`config.mk`:
```
export PLATFORM = sky130hd
export DESIGN_NAME = tutorial_ctrl_seq
export DESIGN_NICKNAME = d
export VERILOG_FILES = /design/src/rtl/tutorial_ctrl_pkg.sv /design/src/rtl/tutorial_ctrl_decode.sv /design/src/rtl/tutorial_ctrl_seq.sv
export SDC_FILE = /design/constraint.sdc
export NUM_CORES = 1
export LEC_CHECK = 0
export CAP_MARGIN = 40
export CORE_MARGIN = 1.5
export CORE_UTILIZATION = 49
export DETAILED_ROUTE_END_ITERATION = 8
export GPL_TIMING_DRIVEN = 0
export PLACE_DENSITY_LB_ADDON = 0.05
export SKIP_CTS_REPAIR_TIMING = 1
export SLEW_MARGIN = 10
export SYNTH_ARGS = -nofsm -noshare
export SYNTH_HDL_FRONTEND = slang
export SYNTH_HIERARCHICAL = 1
export SYNTH_SLANG_ARGS = --single-unit
```
`constraint.sdc`:
```
create_clock -name clock -period 2.8 [get_ports clock]
set_clock_uncertainty 0.05 [all_clocks]
set_input_delay 0.7 -clock clock [delete_from_list [all_inputs] [get_ports clock]]
set_output_delay 0.7 -clock clock [all_outputs]
set_load 0.005 [all_outputs]
```
`src/rtl/tutorial_ctrl_pkg.sv`:
```
// Shared encodings, field offsets and FSM state type for the tutorial control sequencer.
package tutorial_ctrl_pkg;

  localparam logic [1:0] OP_NOP  = 2'b00;
  localparam logic [1:0] OP_LDI  = 2'b01;
  localparam logic [1:0] OP_ADDI = 2'b10;
  localparam logic [1:0] OP_MV   = 2'b11;

  localparam logic [1:0] SEL_A = 2'b00;
  localparam logic [1:0] SEL_B = 2'b01;
  localparam logic [1:0] SEL_Z = 2'b10;

  // Field offsets measured from the bottom of the op/rd/rs block, which sits just above imm.
  localparam int OP_OFS = 4;
  localparam int RD_OFS = 2;
  localparam int RS_OFS = 0;

  typedef enum logic [1:0] {
    ST_IDLE  = 2'b00,
    ST_EXEC1 = 2'b01,
    ST_EXEC2 = 2'b10,
    ST_DONE  = 2'b11
  } state_e;

  typedef struct packed {
    logic ra_out;
    logic rb_out;
    logic rz_out;
    logic ra_in;
    logic rb_in;
    logic rz_in;
  } strobe_t;

  // One-hot {A, B, Z} for a register select; reserved code maps to nothing.
  function automatic logic [2:0] sel_onehot(input logic [1:0] sel);
    logic [2:0] oh;
    case (sel)
      SEL_A:   oh = 3'b100;
      SEL_B:   oh = 3'b010;
      SEL_Z:   oh = 3'b001;
      default: oh = 3'b000;
    endcase
    return oh;
  endfunction

endpackage

```
`src/rtl/tutorial_ctrl_decode.sv`:
```
// Combinational decode of one micro-instruction into per-step strobes and an illegal flag.
module tutorial_ctrl_decode
  import tutorial_ctrl_pkg::*;
#(
  parameter int IMM_W = 8
) (
  input  logic [IMM_W+5:0] instr,
  output logic             two_step,
  output logic             illegal,
  output logic             use_add_imm,
  output logic             use_ra_imm,
  output strobe_t          step1,
  output strobe_t          step2
);

  logic [1:0] op_s;
  logic [1:0] rd_s;
  logic [1:0] rs_s;
  logic [2:0] rd_oh_s;
  logic [2:0] rs_oh_s;

  assign op_s    = instr[IMM_W+OP_OFS +: 2];
  assign rd_s    = instr[IMM_W+RD_OFS +: 2];
  assign rs_s    = instr[IMM_W+RS_OFS +: 2];
  assign rd_oh_s = sel_onehot(rd_s);
  assign rs_oh_s = sel_onehot(rs_s);

  // Illegal detection followed by per-opcode strobe generation; illegal ops behave as NOP.
  always_comb begin
    illegal     = (rd_s[1] == 1'b1)
                | (((op_s == OP_ADDI) || (op_s == OP_MV)) && (rs_s == 2'b11))
                | ((op_s == OP_LDI) && (rd_s != SEL_A))
                | ((op_s == OP_ADDI) && (rs_s == SEL_Z))
                | ((op_s == OP_MV) && (rs_s == rd_s));
    two_step    = 1'b0;
    use_add_imm = 1'b0;
    use_ra_imm  = 1'b0;
    step1       = 6'b000000;
    step2       = 6'b000000;
    if (illegal) begin
      two_step = 1'b0;
    end else begin
      case (op_s)
        OP_LDI: begin
          use_ra_imm  = 1'b1;
          step1.ra_in = 1'b1;
        end
        OP_ADDI: begin
          two_step    = 1'b1;
          use_add_imm = 1'b1;
          {step1.ra_out, step1.rb_out, step1.rz_out} = rs_oh_s;
          step1.rz_in  = 1'b1;
          step2.rz_out = 1'b1;
          {step2.ra_in, step2.rb_in, step2.rz_in} = rd_oh_s;
        end
        OP_MV: begin
          {step1.ra_out, step1.rb_out, step1.rz_out} = rs_oh_s;
          {step1.ra_in, step1.rb_in, step1.rz_in}    = rd_oh_s;
        end
        default: begin
          two_step = 1'b0;
        end
      endcase
    end
  end

endmodule

```
`src/rtl/tutorial_ctrl_seq.sv`:
```
// Hardwired control sequencer driving the A/B/Z DataPath strobes from one handshaked instruction.
// Optional retire counter output enabled by `define TUTORIAL_CTRL_RETIRE_CNT_EN.
module tutorial_ctrl_seq
  import tutorial_ctrl_pkg::*;
#(
  parameter int IMM_W = 8,
  parameter int CNT_W = 16
) (
  input  logic             clock,
  input  logic             clear,
  input  logic             instr_valid,
  input  logic [IMM_W+5:0] instr,
  output logic             instr_ready,
  output logic             busy,
  output logic             done,
  output logic             illegal,
`ifdef TUTORIAL_CTRL_RETIRE_CNT_EN
  output logic [CNT_W-1:0] retired_cnt,
`endif
  output logic             RAout,
  output logic             RBout,
  output logic             RZout,
  output logic             RAin,
  output logic             RBin,
  output logic             RZin,
  output logic [IMM_W-1:0] AddImmediate,
  output logic [IMM_W-1:0] RegisterAImmediate
);

  state_e           state_q, state_d;
  logic [IMM_W+5:0] instr_q, instr_d;
  strobe_t          stb_q, stb_d;
  logic [IMM_W-1:0] add_imm_q, add_imm_d;
  logic [IMM_W-1:0] ra_imm_q, ra_imm_d;
  logic             done_q, done_d;
  logic             illegal_q, illegal_d;
  logic             ready_q, ready_d;
  logic             busy_q, busy_d;

  logic             accept_s;
  logic             dec_two_step_s;
  logic             dec_illegal_s;
  logic             dec_use_add_s;
  logic             dec_use_ra_s;
  strobe_t          dec_step1_s;
  strobe_t          dec_step2_s;

  assign accept_s = instr_valid & ready_q;

  // Decoding instr_d lets the EXEC1 strobes be registered on the accept edge itself.
  tutorial_ctrl_decode #(.IMM_W(IMM_W)) u_decode (
    .instr       (instr_d),
    .two_step    (dec_two_step_s),
    .illegal     (dec_illegal_s),
    .use_add_imm (dec_use_add_s),
    .use_ra_imm  (dec_use_ra_s),
    .step1       (dec_step1_s),
    .step2       (dec_step2_s)
  );

  // Next state and the output values that belong to that next state.
  always_comb begin
    state_d   = state_q;
    instr_d   = instr_q;
    stb_d     = 6'b000000;
    add_imm_d = {IMM_W{1'b0}};
    ra_imm_d  = {IMM_W{1'b0}};
    done_d    = 1'b0;
    illegal_d = 1'b0;
    case (state_q)
      ST_IDLE: begin
        if (accept_s) begin
          state_d   = ST_EXEC1;
          instr_d   = instr;
          stb_d     = dec_step1_s;
          add_imm_d = dec_use_add_s ? instr[IMM_W-1:0] : {IMM_W{1'b0}};
          ra_imm_d  = dec_use_ra_s ? instr[IMM_W-1:0] : {IMM_W{1'b0}};
        end else begin
          state_d = ST_IDLE;
        end
      end
      ST_EXEC1: begin
        if (dec_two_step_s) begin
          state_d = ST_EXEC2;
          stb_d   = dec_step2_s;
        end else begin
          state_d   = ST_DONE;
          done_d    = 1'b1;
          illegal_d = dec_illegal_s;
        end
      end
      ST_EXEC2: begin
        state_d   = ST_DONE;
        done_d    = 1'b1;
        illegal_d = dec_illegal_s;
      end
      ST_DONE: begin
        state_d = ST_IDLE;
      end
      default: begin
        state_d = ST_IDLE;
      end
    endcase
    ready_d = (state_d == ST_IDLE);
    busy_d  = (state_d != ST_IDLE);
  end

  // State and output registers with synchronous active-low clear.
  always_ff @(posedge clock) begin
    if (!clear) begin
      state_q   <= ST_IDLE;
      instr_q   <= {(IMM_W+6){1'b0}};
      stb_q     <= 6'b000000;
      add_imm_q <= {IMM_W{1'b0}};
      ra_imm_q  <= {IMM_W{1'b0}};
      done_q    <= 1'b0;
      illegal_q <= 1'b0;
      ready_q   <= 1'b0;
      busy_q    <= 1'b0;
    end else begin
      state_q   <= state_d;
      instr_q   <= instr_d;
      stb_q     <= stb_d;
      add_imm_q <= add_imm_d;
      ra_imm_q  <= ra_imm_d;
      done_q    <= done_d;
      illegal_q <= illegal_d;
      ready_q   <= ready_d;
      busy_q    <= busy_d;
    end
  end

`ifdef TUTORIAL_CTRL_RETIRE_CNT_EN
  logic [CNT_W-1:0] cnt_q, cnt_d;

  // Legal retirements (including NOP) counted as DONE is left; wraps naturally.
  always_comb begin
    if ((state_q == ST_DONE) && !illegal_q) begin
      cnt_d = cnt_q + {{(CNT_W-1){1'b0}}, 1'b1};
    end else begin
      cnt_d = cnt_q;
    end
  end

  // Retire counter register.
  always_ff @(posedge clock) begin
    if (!clear) begin
      cnt_q <= {CNT_W{1'b0}};
    end else begin
      cnt_q <= cnt_d;
    end
  end

  assign retired_cnt = cnt_q;
`endif

  assign instr_ready        = ready_q;
  assign busy               = busy_q;
  assign done               = done_q;
  assign illegal            = illegal_q;
  assign RAout              = stb_q.ra_out;
  assign RBout              = stb_q.rb_out;
  assign RZout              = stb_q.rz_out;
  assign RAin               = stb_q.ra_in;
  assign RBin               = stb_q.rb_in;
  assign RZin               = stb_q.rz_in;
  assign AddImmediate       = add_imm_q;
  assign RegisterAImmediate = ra_imm_q;

endmodule

```
# Word level (Yosys, flattened, before mapping)
# Cells that the tools add are included.
word_totals:
  register_bits: 42
  input_bits: 17
  wordCells: 72
op_classes:
  eq_ne: 12
  n_mux: 25
  n_bitwise: 5
  n_reduce_logical: 15
ops:
  columns: ["operator", "n"]
  rows:
  - ["14-bit 2-to-1 mux", 2]
  - ["3-bit case mux with 3 select lines", 2]
  - ["2-bit equality test (second input constant)", 7]
  - ["4-bit 2-to-1 mux", 3]
  - ["6-bit 2-to-1 mux", 2]
  - ["6-bit case mux with 2 select lines", 1]
  - ["1-bit 2-to-1 mux", 9]
  - ["2-bit by 1-bit equality test with 1-bit output (second input constant)", 4]
  - ["2-bit logical NOT", 4]
  - ["1-bit case mux with 2 select lines", 4]
  - ["2-bit case mux with 4 select lines", 1]
  - ["4-bit AND reduction", 2]
  - ["1-bit logical AND", 4]
  - ["1-bit OR", 4]
  - ["2-bit nonzero test", 2]
  - ["3-bit 2-to-1 mux", 1]
  - ["2-bit equality test", 1]
  - ["2-bit AND reduction", 1]
  - ["2-bit OR reduction", 1]
  - ["1-bit bitwise AND", 1]
  - ["1-bit logical OR", 1]

# Depth between registers and ports, before layout
depth:
  word_depth: 14
  mapped_depth: 11
  mapped_depth_nobuf: 9

# Hierarchy
# Netlist, hierarchy kept.
modules_own_cells:
  columns: ["module", "instances", "cells_each", "area_each_um2"]
  rows:
  - ["tutorial_ctrl_seq", 1, 130, 1525.2]
  - ["tutorial_ctrl_decode", 1, 30, 201.4]

# Least setup slack after synthesis
# OpenSTA, ideal clock, no wires.
synth_path:
  kind: "in2reg"
  startpoint: "input port instr_valid"
  endpoint: "register stb_q (netlist bit RAin)"
  setup_time_ns: 0.065
  arrival_time_ns: 2.343
  t_required_ns: 2.685
  path_slack_ns: 0.342
  cell_stages: 9
  path_buffers: 3
  path_cell_list: "nand3_4 -> buf_6 -> mux2_4 -> buf_4 -> nor4_1 -> and2_1 -> clkbuf_1 -> a22oi_1 -> nor2_1"
synth_between:
  elab_cells_between_ends: 32
  classes_between: "eq/ne (8); mux (12); bitwise (5); reduce/logical (7)"
synth_rtl:
  columns: ["element", "line", "rtl"]
  rows:
  - ["start, declared", "tutorial_ctrl_seq.sv:11", "input logic instr_valid,"]
  - ["1-bit bitwise AND (*)", "tutorial_ctrl_seq.sv:48", "assign accept_s = instr_valid & ready_q;"]
  - ["14-bit 2-to-1 mux (*)", "tutorial_ctrl_seq.sv:72", "if (accept_s) begin"]
  - ["14-bit 2-to-1 mux (*)", "tutorial_ctrl_seq.sv:70", "case (state_q)"]
  - ["net instr_d[9]", "tutorial_ctrl_seq.sv:31", "logic [IMM_W+5:0] instr_q, instr_d;"]
  - ["2-bit equality test", "tutorial_ctrl_decode.sv:31", "| (((op_s == OP_ADDI) || (op_s == OP_MV)) && (rs_s == 2'b11))"]
  - ["1-bit logical AND", "tutorial_ctrl_decode.sv:31", null]
  - ["1-bit OR", "tutorial_ctrl_decode.sv:31", null]
  - ["1-bit OR", "tutorial_ctrl_decode.sv:32", "| ((op_s == OP_LDI) && (rd_s != SEL_A))"]
  - ["1-bit OR", "tutorial_ctrl_decode.sv:33", "| ((op_s == OP_ADDI) && (rs_s == SEL_Z))"]
  - ["1-bit OR (*)", "tutorial_ctrl_decode.sv:34", "| ((op_s == OP_MV) && (rs_s == rd_s));"]
  - ["1-bit 2-to-1 mux (*)", "tutorial_ctrl_decode.sv:40", "if (illegal) begin"]
  - ["net dec_two_step_s", "tutorial_ctrl_seq.sv:41", "logic dec_two_step_s;"]
  - ["4-bit 2-to-1 mux (*)", "tutorial_ctrl_seq.sv:83", "if (dec_two_step_s) begin"]
  - ["6-bit case mux with 2 select lines (*)", "tutorial_ctrl_seq.sv:70", null]
  - ["end signal, assigned", "tutorial_ctrl_seq.sv:123", "stb_q <= stb_d;"]
  - ["end, declared", "tutorial_ctrl_seq.sv:32", "strobe_t stb_q, stb_d;"]
# Mark *: on every way through the listed nets, which the timed path passes. The rest lies on a longest branch.
# A chain may end at the register's enable or synchronous reset.

# Worst setup path after layout
layout_path:
  startpoint: "input port instr_valid"
  endpoint: "register stb_q (netlist bit RZout)"
# The elaborated chain is that of the path after synthesis.

==> flow_metrics.env <==
export IMPL_outcome="complete, no violations"
export IMPL_hp_class="flop to flop"
export IMPL_p_switching_mw=0.436
export IMPL_cellInternalPower_mw=0.855
export IMPL_hold_depth=2
export IMPL_clock_sink_count=34
export IMPL_vias_per_cell=4.96
export IMPL_hpwl_mm=2.06
export IMPL_dp_cells=211
export IMPL_vias=1076
export IMPL_postPlaceCellArea_um2=1870
export IMPL_switching_share_pct=33.8
export IMPL_whs_ns=0.542
export IMPL_synth_area_per_cell_um2=10.3
export IMPL_setup_tns_ns=0
export IMPL_clk_latency_ns=0.33
export IMPL_rsz0062_at_grt="false"
export IMPL_worstPathArrival_ns=2.82
export IMPL_pre_cts_ws_ns=-0.495
export IMPL_endpoint_kind="flop"
export IMPL_routed_wl_mm=2.79
export IMPL_gp_congestion=0.746
export IMPL_grt_pass1_vias=1050
export IMPL_setup_viol=0
export IMPL_n_antenna_cell=0
export IMPL_combinationalPowerShare_pct=38.3
export IMPL_reg2reg_from="state_q[0]"
export IMPL_stdcell_count=217
export IMPL_r2r_end="RZout"
export IMPL_io_pins=43
export IMPL_routedWlPerCell_um=12.9
export IMPL_worst_r2r_cell_count=10
export IMPL_rows=19
export IMPL_core_area_um2=2730
export IMPL_yosys_warnings=6
export IMPL_grt_pass1_wl_mm=4.65
export IMPL_clock_tree_buffer_depth=2
export IMPL_power_leakage_nw=0.824
export IMPL_drt_initial_drc_count=28
export IMPL_max_cap_violations=0
export IMPL_worstHoldEndpoint="instr_q[9]"
export IMPL_gr_total_overflow=0
export IMPL_netlist_area_um2=1410
export IMPL_areaGrowthSynthToFinish_pct=37.4
export IMPL_cts_tree="yes"
export IMPL_clk_pin_slew_ns=0.10
export IMPL_worst_slack_ns=0.197
export IMPL_start_util_pct=51.4
export IMPL_route_detailed_drc=0
export IMPL_slew_violations=0
export IMPL_fp_dieW_um=56.6
export IMPL_worstSetupPathType="input pin to flop"
export IMPL_crit_required_ns=3.02
export IMPL_path_max_fanout=8
export IMPL_peakVddDrop_mv=0.511
export IMPL_pwr_share_seq_pct=42.8
export IMPL_r2r_slack_ns=0.42
export IMPL_max_freq_mhz=384
export IMPL_min_from="instr_q[9]"
export IMPL_grt_max_degree=11
export IMPL_finalPower_mw=1.29
export IMPL_design_area_um2=1930
export IMPL_cts_buffers_inserted=5
export IMPL_p_clk_share_pct=18.8
export IMPL_htree_levels=2
export IMPL_grt_usage_pct=19.3
export IMPL_drtAntennaViolNets=0
export IMPL_die_h_um=56.6
export IMPL_dr_pass1_iters=4
export IMPL_layout_drive_gt1_share_pct=14.5
export IMPL_min_period_ns=2.60
export IMPL_io_buffers=42
export IMPL_period_share_pct=93.0
export IMPL_p_per_area_nw_per_um2=669
export IMPL_antenna_found_initial=0
export IMPL_cp_start_kind="input pin"
export IMPL_final_util_pct=70.6
export IMPL_root_buffer="clkbuf_4"
export IMPL_finalHoldViolations=0
export IMPL_nets=208
export IMPL_dieArea_um2=3200
export IMPL_synthCells=136
cell usage in the layout, fill, tap and decap left out:
master and n:
conb_1 3, and2_1 11, mux2_4 5, nor2b_1 2, xnor2_1 1, dfxtp_1 34, clkdlybuf4s50_1 42, nor4_4 2
clkbuf_4 5, nor2_1 9, nand2_1 5, ha_1 5, a2111oi_1 2, mux2i_1 1, nor3b_1 1, mux2_2 1
nand3_4 1, nand2b_1 3, buf_4 6, and2_4 1, a21oi_1 3, o21ai_1 2, inv_1 4, a31oi_1 1
buf_2 1, clkbuf_1 2, clkinv_2 2, a22oi_1 6, o21a_1 1, a21boi_0 1, inv_2 1, nand4_1 1
buf_6 2, and3_1 19
critical path, cell delays in order:
cell and delay (ns):
clkdlybuf4s50_1 0.56, nand3_4 0.10, buf_6 0.15, mux2_4 0.30, buf_4 0.17, nor4_4 0.33, and2_1 0.31, a22oi_1 0.10
nor2_1 0.10
final cells by class:
class,instances,area (um2)
flip-flops and latches,34,681
multi-input cells,87,644
inverters,5,18.8
clock inverters,2,10.0
well taps,31,38.8
plain buffers,11,80.1
clock buffers,5,37.5
fillers,226,803
repair buffers,42,420
power by group through the flow:
stage	registers [mW]	clock network [mW]	logic (mW)
floorplan	0.562	0	0.345
global placement	0.562	0	0.464
detailed placement	0.566	0	0.477
CTS	0.554	0.249	0.480
global route	0.559	0.275	0.547
finish	0.553	0.243	0.495
registers in the layout (all words and copies together) (netlist names):
signal	flops
state_q	2
illegal	1
RBout	1
RAin	1
RZout	1
RAout	1
done	1
RZin	1
busy	1
RBin	1
AddImmediate	8
instr_q	6
RegisterAImmediate	8
instr_ready	1
worst max-delay path by stage:
stage / startpoint / endpoint / slack [ns]
finish: instr_valid / RZout / 0.20
global route: instr_valid / RegisterAImmediate[3] / 0.06
CTS: instr_valid / RBin / -0.17
detailed placement: instr_valid / RZout / -0.50
global placement: instr_valid / RBin / -0.49
floorplan: instr_valid / RAin / 0.41
layer usage:
metal / global-route usage (%) / share of wire (%)
met5: 0 / 0
met4: 7.14 / 1.5
met3: 8.29 / 6.7
met2: 34.6 / 52
met1: 19.5 / 40
Note: power is estimated with default switching activity, not from simulation.
